### src/rtl/bitmap_release.sv
// bitmap_release: queues 1-based slot-release requests, decodes them to
// one-hot masks and applies them, together with same-cycle allocation
// commits, to a 64-slot occupancy bitmap with registered error pulses.
module bitmap_release #(
   parameter int FIFO_DEPTH = 4
) (
   input  logic        clk,
   input  logic        rst_n,
   input  logic        free_valid,
   output logic        free_ready,
   input  logic [6:0]  free_pos,
   input  logic        alloc_valid,
   input  logic [63:0] alloc_mask,
   output logic [63:0] bitmap_out,
   output logic [6:0]  free_count,
   output logic        err_invalid,
   output logic        err_double_free,
   output logic        err_double_alloc,
   output logic        busy
);

   localparam int PTR_W = $clog2(FIFO_DEPTH);
   localparam int CNT_W = PTR_W + 1;

   logic [6:0]       fifo_mem [FIFO_DEPTH];
   logic [PTR_W-1:0] wr_ptr;
   logic [PTR_W-1:0] rd_ptr;
   logic [CNT_W-1:0] fifo_count;
   logic             push;
   logic             pop;

   logic [6:0]       head_pos;
   logic             head_legal;
   logic [63:0]      head_mask;

   logic             dec_valid;
   logic             dec_invalid;
   logic [63:0]      dec_mask;

   logic             alloc_onehot;
   logic [63:0]      alloc_eff;
   logic             dec_hit;
   logic [63:0]      free_eff;
   logic [63:0]      bitmap_next;
   logic [6:0]       ones_next;

   // Ready depends only on the registered occupancy, never on free_valid.
   assign free_ready = fifo_count < CNT_W'(FIFO_DEPTH);
   assign push       = free_valid & free_ready;
   // The decode stage never stalls, so the head pops whenever present.
   assign pop        = (fifo_count != '0);
   assign busy       = pop | dec_valid;

   // Request storage; only the pointers and count carry reset state.
   // NOTE: the data array is left unreset on purpose -- an entry is only read
   // after it was written, so resetting it would just cost flops and routing.
   always_ff @(posedge clk) begin
      if (push) fifo_mem[wr_ptr] <= free_pos;
   end

   // FIFO pointers wrap naturally because the depth is a power of two.
   // NOTE: all sequential state uses non-blocking assignment so every register
   // samples the pre-edge values regardless of statement order.
   always_ff @(posedge clk or negedge rst_n) begin
      if (!rst_n) begin
         wr_ptr     <= '0;
         rd_ptr     <= '0;
         fifo_count <= '0;
      end else begin
         if (push) wr_ptr <= wr_ptr + 1'b1;
         if (pop)  rd_ptr <= rd_ptr + 1'b1;
         if (push && !pop)      fifo_count <= fifo_count + 1'b1;
         else if (!push && pop) fifo_count <= fifo_count - 1'b1;
      end
   end

   // Head decode: legal positions are 1..64, anything else is flagged.
   assign head_pos   = fifo_mem[rd_ptr];
   assign head_legal = (head_pos != 7'd0) && (head_pos <= 7'd64);
   assign head_mask  = head_legal ? (64'd1 << (head_pos - 7'd1)) : '0;

   // Decode register: loads the popped head, otherwise drops its valid flag.
   always_ff @(posedge clk or negedge rst_n) begin
      if (!rst_n) begin
         dec_valid   <= 1'b0;
         dec_invalid <= 1'b0;
         dec_mask    <= '0;
      end else begin
         dec_valid <= pop;
         if (pop) begin
            dec_mask    <= head_mask;
            dec_invalid <= !head_legal;
         end
      end
   end

   // Effective masks: a clear happens first, then the alloc is OR-ed back in,
   // so a same-cycle alloc and free of one slot leaves it occupied.
   assign alloc_onehot = (alloc_mask != '0) && ((alloc_mask & (alloc_mask - 64'd1)) == '0);
   assign alloc_eff    = (alloc_valid && alloc_onehot) ? alloc_mask : '0;
   assign dec_hit      = dec_valid && !dec_invalid;
   assign free_eff     = (dec_hit && ((dec_mask & bitmap_out) != '0)) ? dec_mask : '0;
   assign bitmap_next  = (bitmap_out & ~free_eff) | alloc_eff;

   // Population count of the next bitmap so free_count tracks it exactly.
   // NOTE: the accumulator gets a default before the loop so no latch is inferred.
   always_comb begin
      ones_next = '0;
      for (int i = 0; i < 64; i++) ones_next = ones_next + 7'(bitmap_next[i]);
   end

   // Apply stage: bitmap, its free count and the one-cycle error pulses.
   always_ff @(posedge clk or negedge rst_n) begin
      if (!rst_n) begin
         bitmap_out       <= '0;
         free_count       <= 7'd64;
         err_invalid      <= 1'b0;
         err_double_free  <= 1'b0;
         err_double_alloc <= 1'b0;
      end else begin
         bitmap_out       <= bitmap_next;
         free_count       <= 7'd64 - ones_next;
         err_invalid      <= (alloc_valid && !alloc_onehot) || (dec_valid && dec_invalid);
         err_double_free  <= dec_hit && ((dec_mask & bitmap_out) == '0);
         err_double_alloc <= (alloc_eff & bitmap_out) != '0;
      end
   end

endmodule
### config.mk
export PLATFORM = sky130hd
export DESIGN_NAME = bitmap_release
export DESIGN_NICKNAME = d
export VERILOG_FILES = /design/src/rtl/bitmap_release.sv
export SDC_FILE = /design/constraint.sdc
export NUM_CORES = 1
export LEC_CHECK = 0
export CELL_PAD_IN_SITES_DETAIL_PLACEMENT = 2
export CELL_PAD_IN_SITES_GLOBAL_PLACEMENT = 2
export CORE_MARGIN = 2
export CORE_UTILIZATION = 35
export DETAILED_ROUTE_END_ITERATION = 10
export GPL_TIMING_DRIVEN = 0
export PLACE_DENSITY = 0.79
export SYNTH_ARGS = -nofsm -noshare
export SYNTH_HDL_FRONTEND = slang
export SYNTH_SLANG_ARGS = --single-unit
### constraint.sdc
create_clock -name clk -period 10.4 [get_ports clk]
set_clock_uncertainty 0.1 [all_clocks]
set_input_delay 1.04 -clock clk [delete_from_list [all_inputs] [get_ports clk]]
set_output_delay 1.04 -clock clk [all_outputs]
set_load 0.02 [all_outputs]
==> results of run 1 <==
-- per-layer routing --
metal	wire, µm	vias up	track usage, %
li1	-	4376	-
met1	23040	5749	45.69
met4	2043	4	12.20
met3	4108	109	6.237
met5	113	-	1.926
met2	25090	546	52.43
-- cells by family after synthesis --
family          Yosys count
flops                   175
fa+ha+maj               120
compound gates          293
mux                       7
xor+xnor                 15
buf+inv                 149
simple gates            378
-- final cells by class --
cell class,instances,area share (%)
Clock inverter,13,1.191
Inverter,106,2.868
Multi-Input combinational cell,813,44.00
Timing Repair Buffer,153,11.17
Sequential cell,175,32.59
Buffer,41,1.344
Tap cell,396,3.572
Clock buffer,19,3.274
-- per-stage QoR --
step | instances | area, µm² | worst slack, ns
finish | 1716 | 13870 | 0.3259
global route | 1716 | 13870 | 0.02533
CTS | 1717 | 13720 | 0.01445
detailed placement | 1682 | 13030 | -1.118
global placement | 1680 | 13000 | -1.772
floorplan | 1137 | 11030 | 0.9599
-- registers in the layout, summed over array words and instances, names as in the netlist --
name,count
wr_ptr,2
fifo_count,3
err_double_alloc,1
free_count,7
dec_mask,64
bitmap_out,64
rd_ptr,2
dec_valid,1
err_double_free,1
err_invalid,1
fifo_mem,28
dec_invalid,1
-- path summary, 6_finish.rpt --
check | endpoint | slack (ns)
worst max-delay path | free_count[5]$_DFF_PN0_ | 0.33
worst min-delay path | err_double_free$_DFF_PN0_ | 0.41
worst max register to register | free_count[5]$_DFF_PN0_ | 1.04
worst min register to register | err_double_free$_DFF_PN0_ | 0.41
max in group asynchronous | dec_mask[30]$_DFFE_PN0P_ | 8.94
min in group asynchronous | bitmap_out[24]$_DFF_PN0_ | 0.42
-- what timing repair did --
action | in CTS | in global routing
gates resized for setup | 26 | 39
pin swaps | 1 | 2
endpoints found under the setup margin | 5 | 4
buffers inserted | 3 | 1
-- worst register-to-register path, delay by kind of cell, from the launching register on --
family          cells  cell delay, ns
compound gates      5            1.25
buf+inv             6            1.11
simple gates        5            1.33
flops               1            0.53
fa+ha+maj          11            4.83
xor+xnor            1            0.14
-- cells in the final DEF, fill, tap and decap left out, drive strengths merged, types with 4 or more instances in the layout --
cell type	n
clkbuf	51
dlymetal6s2s	9
or2	5
nand3	11
ha	66
buf	16
o31ai	11
fa	53
mux4	7
or3	14
nor3	13
and2	8
o21ai	112
inv	112
xor2	4
nand4	16
nor4	11
dfrtp	146
clkdlybuf4s50	125
nand2b	5
a221oi	32
nor2	21
o21a	35
a21oi	6
edfxtp	28
dlygate4sd2	12
xnor2	11
nand2	250
clkinv	5
or4	10
o41ai	11
a22o	58
==> impl_metrics.tcl, run 1 <==
set metrics [dict create \
    dieArea_um2 32950 \
    whs_ns 0.4111 \
    synth_fa_ha_area_share_pct 17.20 \
    vias 10780 \
    antenna_found_initial 1 \
    io_buffers 147 \
    synth_warnings 0 \
    dr.pass1.iters 5 \
    h-tree-depth 4 \
    postLayoutCoreUtil_pct 45.00 \
    min_path_type "register to register" \
    worst_pin_slew_ns 1.094 \
    crit_path_top_delay_cell "fa_2" \
    wl_per_cell_um 31.70 \
    drt_iter0_drc 916 \
    synth_cells 1137 \
    grt_max_degree 82 \
    ys_types 59 \
    overflow 0 \
    cts.clk_slew.worst_paths_ns 0.07 \
    die_x_um 181.5 \
    worst_ep_required_time_ns 10.66 \
    min_period_ns 10.07 \
    maxSlewViolCount 0 \
    cp_common_cell "fa_1" \
    grt_pass1_wl_um 78880 \
    cpLargestDelayFamily "adder cells" \
    grtUsageTotal_pct 33.30 \
    max_stage_delay_ns 0.66 \
    arrival_ns 10.34 \
    setup_viol 0 \
    multi_input_comb_area_um2 6103 \
    tritoncts "built" \
    n_antenna_cell 0 \
    critPathCaptureType "register" \
    synth_area_leaders "dfrtp_1, fa_1, nand2_1" \
    cp_num_cells 29 \
    synth-compound-area-share_pct 18.53 \
    regArea_um2 4521 \
    cts_buffer_depth 2 \
    crit_type "primary input to register" \
    synth_edf_count 28 \
    synth_top_family_by_area "compound AO/OA/AOI/OAI gates" \
    start_kind "primary input" \
    synth_xor_area_share_pct 1.191 \
    numCtsBuffers 17 \
    ant_nets 0 \
    setup_tns_ns 0 \
    num_rows 64 \
    muxShareOfSynthArea_pct 1.429 \
    status "finished, final reports clean" \
    clkLatencyLatePin_ns 0.44 \
    yosys.area_share.simple_pct 15.51 \
    finalHoldViolCount 0 \
    yosysSeqAreaShare_pct 40.99 \
    r2r_start "bitmap_out[62]$_DFF_PN0_" \
    drive_gt1_share_pct 7.424 \
    hold_depth 1 \
    synth.most_common_cell "nand2_1" \
    synth-main-ff-cell "dfrtp_1" \
    cts_hold_buf 0 \
    vias_per_cell 6.284 \
    worstHoldStart "dec_invalid$_DFFE_PN0P_" \
    first_global_vias 11040 \
    nets 1501 \
    cts-root-buf "clkbuf_16" \
    synth_top_area_cell "dfrtp_1" \
    start_util_pct 35.78 \
    postSynth.asyncResetShare_pct 84.00 \
    syn_nets 1331 \
    drc_errors 0 \
    synth_seq_cells 175 \
    grt_setup_unrepaired "false" \
    synth_common_cells "nand2_1, dfrtp_1, inv_1, ha_1, o21ai_1" \
    worst-path-buf-inv 7 \
    io_pins 151 \
    synth.avg_cell_area_um2 9.700 \
    min_period_over_period_pct 96.87 \
    coreArea_um2 30830 \
    fill_cells 3347 \
    fmax_mhz 99.26 \
    area.growth.synth_to_final_pct 25.77 \
    crit_path_max_fanout 10 \
    synth_top_area_share_pct 33.13 \
    max_slew_margin_pct 26.36 \
    place.gp.congestion 0.9448 \
    clkSinkCount 175 \
    critPathLaunch "alloc_mask[27]" \
    cap_violations 0 \
    reg2regPathDepth 28 \
    die_h_um 181.5 \
    netlist_area_um2 11030 \
    place_hpwl_um 42400 \
    drt-total-wl_um 54400 \
]
Power of run 1 is left out: the tool's default activity adds up to more than one toggle a clock period on the data nets, which glitch-free logic cannot reach.
==> run 2, diff against run 1 <==
--- a/config.mk
+++ b/config.mk
@@ -7,7 +7,6 @@
 export LEC_CHECK = 0
 export CELL_PAD_IN_SITES_DETAIL_PLACEMENT = 2
 export CELL_PAD_IN_SITES_GLOBAL_PLACEMENT = 2
-export CORE_MARGIN = 2
 export CORE_UTILIZATION = 35
 export DETAILED_ROUTE_END_ITERATION = 10
 export GPL_TIMING_DRIVEN = 0
==> run 2 against run 1 <==
The run now ends with DRC left; via count is 2.8% lower; cell count unchanged; first-iteration DRC count shrank 0.11%; utilization barely moved; critical endpoint is now free_count[6]$_DFF_PN1_; highest routed layer is now met4.
==> impl_metrics.tcl, run 2 (same netlist as run 1, synthesis figures left out) <==
set metrics [dict create \
    h-tree-depth 4 \
    overflow 0 \
    dr.pass1.iters 8 \
    top_regs "bitmap_out x64, dec_mask x64, fifo_mem x28" \
    drt-total-wl_um 54500 \
    grt_pass1_wl_um 78420 \
    first_global_vias 11030 \
    clkLatencyLatePin_ns 0.46 \
    ant_nets 0 \
    start_kind "primary input" \
    crit_type "primary input to register" \
    crit_path_top_delay_cell "clkdlybuf4s50_1" \
    drc_errors 14 \
    grt_setup_unrepaired "false" \
    cts-root-buf "clkbuf_16" \
    cts_hold_buf 0 \
    n_antenna_cell 0 \
    cap_violations 0 \
    multi_input_comb_area_um2 6117 \
    die_x_um 179.5 \
    fill_cells 3277 \
    grtUsageTotal_pct 34.07 \
    nets 1502 \
    finalHoldViolCount 0 \
    drt_iter0_drc 915 \
    wl_per_cell_um 31.76 \
    num_rows 64 \
    grt_max_degree 89 \
    arrival_ns 10.43 \
    clkSinkCount 175 \
    status "finished, violations left" \
    vias_per_cell 6.108 \
    min_path_type "primary input to asynchronous set/reset pin" \
    io_buffers 147 \
    violations "DRC" \
    vias 10480 \
    regArea_um2 4521 \
    final_cell_mix "nand2_1, dfrtp_1, clkdlybuf4s50_1" \
    setup_viol 0 \
    max_stage_delay_ns 0.60 \
    die_h_um 179.5 \
    area.growth.synth_to_final_pct 25.83 \
    io_pins 151 \
    dieArea_um2 32230 \
    critPathCaptureType "register" \
    place_hpwl_um 42970 \
    worst_pin_slew_ns 1.239 \
    coreArea_um2 30830 \
    setup_tns_ns 0 \
    cp_common_cell "fa_1" \
    min_period_ns 10.15 \
    worst_ep_required_time_ns 10.68 \
    start_util_pct 35.78 \
    min_period_over_period_pct 97.63 \
    cts.clk_slew.worst_paths_ns 0.07 \
    maxSlewViolCount 0 \
    max_slew_margin_pct 16.78 \
    antenna_found_initial 0 \
    cts_buffer_depth 2 \
    place.gp.congestion 0.9660 \
    drive_gt1_share_pct 7.576 \
    fmax_mhz 98.49 \
    crit_path_max_fanout 10 \
    tritoncts "built" \
    numCtsBuffers 17 \
    mostFrequentLayoutCell "nand2_1" \
]
run 2: changes by cell type in the layout (fill, tap and decap cells not counted), sizes merged, moves of 2 or more:
cell and delta:
dlygate4sd2 -9, inv -4, buf +4, dlymetal6s2s +8, clkinvlp +2, bufinv -2
run 2: timing repair:
| action | CTS | global route |
|---|---|---|
| hold endpoints to repair | 0 | 0 |
| gates resized for setup | 28 | 41 |
| setup buffers | 3 | 3 |
| pin swaps | 2 | 1 |
| setup endpoints to repair | 6 | 3 |
run 2: worst paths after layout:
| path | startpoint | cells after the start | end | slack (ns) |
|---|---|---|---|---|
| max in group asynchronous | rst_n | 2 | free_count[6]$_DFF_PN1_ | 8.93 |
| min in group clk | dec_invalid$_DFFE_PN0P_ | 1 | err_double_free$_DFF_PN0_ | 0.40 |
| hold reg to reg | dec_invalid$_DFFE_PN0P_ | 1 | err_double_free$_DFF_PN0_ | 0.40 |
| hold / removal | rst_n | 1 | bitmap_out[24]$_DFF_PN0_ | 0.38 |
| setup reg to reg | bitmap_out[23]$_DFF_PN0_ | 28 | free_count[5]$_DFF_PN0_ | 0.98 |
| setup / recovery | alloc_mask[42] | 32 | free_count[6]$_DFF_PN1_ | 0.25 |
run 2: final cells by class:
cell class                      count  share of cell area [%]
Multi-Input combinational cell    813                   44.08
Sequential cell                   175                   32.57
Timing Repair Buffer              154                   11.44
Tap cell                          396                   3.570
Clock buffer                       21                   3.471
Inverter                          106                   2.867
Buffer                             41                   1.298
Clock inverter                     10                  0.7032
run 2: critical path, delay by kind of cell:
family,cells,cell delay [ns]
fa+ha+maj,11,4.46
simple gates,6,2.12
buf+inv,9,1.50
compound gates,5,1.11
xor+xnor,1,0.15
run 2: metrics by stage:
stage	util, %	instance area, µm²	instances	setup slack, ns	hold slack (ns)
floorplan	-	11030	1137	0.9599	0.3435
global placement	42.16	13000	1680	-1.492	0.3906
detailed placement	42.26	13030	1681	-1.754	0.3874
CTS	44.51	13720	1714	0.01608	0.3977
global route	45.02	13880	1716	0.002964	0.4225
finish	45.02	13880	1716	0.2469	0.3804
run 2: per-layer routing:
metal | track usage (%) | routed length [µm] | vias up
met1 | 45.55 | 23080 | 5502
li1 | - | - | 4366
met4 | 14.72 | 2480 | 0
met3 | 7.152 | 4211 | 117
met2 | 53.50 | 24720 | 497
met5 | 0 | 0 | -
Power of run 2 is left out for the same reason.
==> run 3, diff against run 2 <==
--- a/config.mk
+++ b/config.mk
@@ -10,7 +10,8 @@
 export CORE_UTILIZATION = 35
 export DETAILED_ROUTE_END_ITERATION = 10
 export GPL_TIMING_DRIVEN = 0
-export PLACE_DENSITY = 0.79
+export PLACE_DENSITY = 0.77
+export SETUP_SLACK_MARGIN = 0.15
 export SYNTH_ARGS = -nofsm -noshare
 export SYNTH_HDL_FRONTEND = slang
 export SYNTH_SLANG_ARGS = --single-unit
==> constraint.sdc (replaced) <==
create_clock -name clk -period 10.4 [get_ports clk]
set_clock_uncertainty 0.1 [all_clocks]
set_input_delay 1.56 -clock clk [delete_from_list [all_inputs] [get_ports clk]]
set_output_delay 1.56 -clock clk [all_outputs]
set_load 0.02 [all_outputs]
==> run 3 against run 2 <==
The run still ends with DRC left; count of clock-buffer cells in the layout increased by 1; critical path type unchanged; flip-flop and latch count unchanged; sequential share of layout area decreased by 0.14 points; global-route usage decreased by 0.069 points.
==> impl_metrics.tcl, run 3 (same netlist as run 1, synthesis figures left out) <==
set metrics [dict create \
    status "finished, violations left" \
    drt_iter0_drc 949 \
    grt_max_degree 76 \
    die_x_um 179.5 \
    io_pins 151 \
    critPathCaptureType "register" \
    min_path_type "register to register" \
    crit_path_max_fanout 10 \
    first_global_vias 11290 \
    finalHoldViolCount 0 \
    dr.pass1.iters 8 \
    min_period_ns 10.20 \
    top_regs "bitmap_out x64, dec_mask x64, fifo_mem x28" \
    max_slew_margin_pct 27.23 \
    cts_buffer_depth 2 \
    antenna_found_initial 0 \
    grt_setup_unrepaired "true" \
    ant_nets 0 \
    fmax_mhz 98.01 \
    finalNonFillerCells 1718 \
    max_stage_delay_ns 0.63 \
    setup_viol 0 \
    arrival_ns 10.48 \
    cts.clk_slew.worst_paths_ns 0.08 \
    dp_cells 1681 \
    place.gp.congestion 0.9653 \
    drt-total-wl_um 54190 \
    r2r_slack_ns 1.38 \
    tritoncts "built" \
    crit_type "primary input to register" \
    worst_ep_required_time_ns 10.68 \
    num_rows 64 \
    coreArea_um2 30830 \
    clkLatencyLatePin_ns 0.46 \
    grtUsageTotal_pct 34.00 \
    cts-root-buf "clkbuf_16" \
    holdPathEnd "err_double_free$_DFF_PN0_" \
    wl_per_cell_um 31.54 \
    cts_hold_buf 0 \
    crit_path_top_delay_cell "clkdlybuf4s50_1" \
    cpLargestDelayFamily "adder cells" \
    worstHoldStart "dec_invalid$_DFFE_PN0P_" \
    drive_gt1_share_pct 9.985 \
    r2r_start "bitmap_out[23]$_DFF_PN0_" \
    start_kind "primary input" \
    rr_endpoint "free_count[6]$_DFF_PN1_" \
    setup_tns_ns 0 \
    worst_pin_slew_ns 1.083 \
    cp_common_cell "fa_1" \
    area.growth.synth_to_final_pct 26.39 \
    worst-path-buf-inv 9 \
    overflow 0 \
    start_util_pct 35.78 \
    final_cell_mix "nand2_1, dfrtp_1, clkdlybuf4s50_1" \
    grt_pass1_wl_um 78650 \
    h-tree-depth 4 \
    io_buffers 147 \
    numCtsBuffers 17 \
    drc_errors 14 \
    cap_violations 0 \
    hold_depth 1 \
    dieArea_um2 32230 \
    die_h_um 179.5 \
    nets 1505 \
    vias_per_cell 6.194 \
    clkSinkCount 175 \
    vias 10640 \
    n_antenna_cell 0 \
    reg2regPathDepth 30 \
    mostFrequentLayoutCell "nand2_1" \
    maxSlewViolCount 0 \
    min_period_over_period_pct 98.10 \
    violations "DRC" \
    place_hpwl_um 42510 \
]
run 3: worst max path at each step:
stage                               from                       to  slack (ns)  depth (start not counted)
after floorplan           alloc_mask[39]  free_count[6]$_DFF_PN1_        0.44                         30
after global placement     alloc_mask[0]  free_count[6]$_DFF_PN1_       -2.14                         32
after detailed placement   alloc_mask[0]  free_count[6]$_DFF_PN1_       -2.33                         32
after CTS                 alloc_mask[37]  free_count[6]$_DFF_PN1_        0.15                         32
after global routing       alloc_mask[7]  free_count[6]$_DFF_PN1_       -0.02                         33
final                      alloc_mask[7]  free_count[6]$_DFF_PN1_        0.20                         33
run 3: repair_timing:
action | in CTS | in global routing
resized for setup | 73 | 63
setup buffers | 6 | 1
pin swaps | 18 | 6
endpoints found under the setup margin | 6 | 4
run 3: layout make-up:
class | count | area, µm²
well taps | 396 | 495.5
multi-input cells | 813 | 6227
plain buffers | 43 | 209.0
clock inverters | 8 | 97.59
inverters | 106 | 397.9
clock buffers | 22 | 475.5
repair buffers | 155 | 1516
fillers | 3263 | 16890
flip-flops and latches | 175 | 4521
run 3: layer usage:
| metal | global-route usage [%] | up-vias | routed length (µm) |
|---|---|---|---|
| li1 | - | 4377 | - |
| met1 | 45.67 | 5557 | 22750 |
| met2 | 53.56 | 572 | 24710 |
| met3 | 5.916 | 136 | 4046 |
| met4 | 15.90 | 0 | 2694 |
| met5 | 0 | - | 0 |
run 3: per-stage QoR:
| step | utilization (%) | cell area, µm² | hold WS, ns | worst slack [ns] |
|---|---|---|---|---|
| global placement | 42.16 | 13000 | 0.3823 | -2.143 |
| finish | 45.22 | 13940 | 0.3812 | 0.1972 |
| floorplan | - | 11030 | 0.3435 | 0.4399 |
| global route | 45.22 | 13940 | 0.4215 | -0.02079 |
| detailed placement | 42.26 | 13030 | 0.3804 | -2.329 |
| CTS | 44.86 | 13830 | 0.3908 | 0.1504 |
Power of run 3 is left out for the same reason.
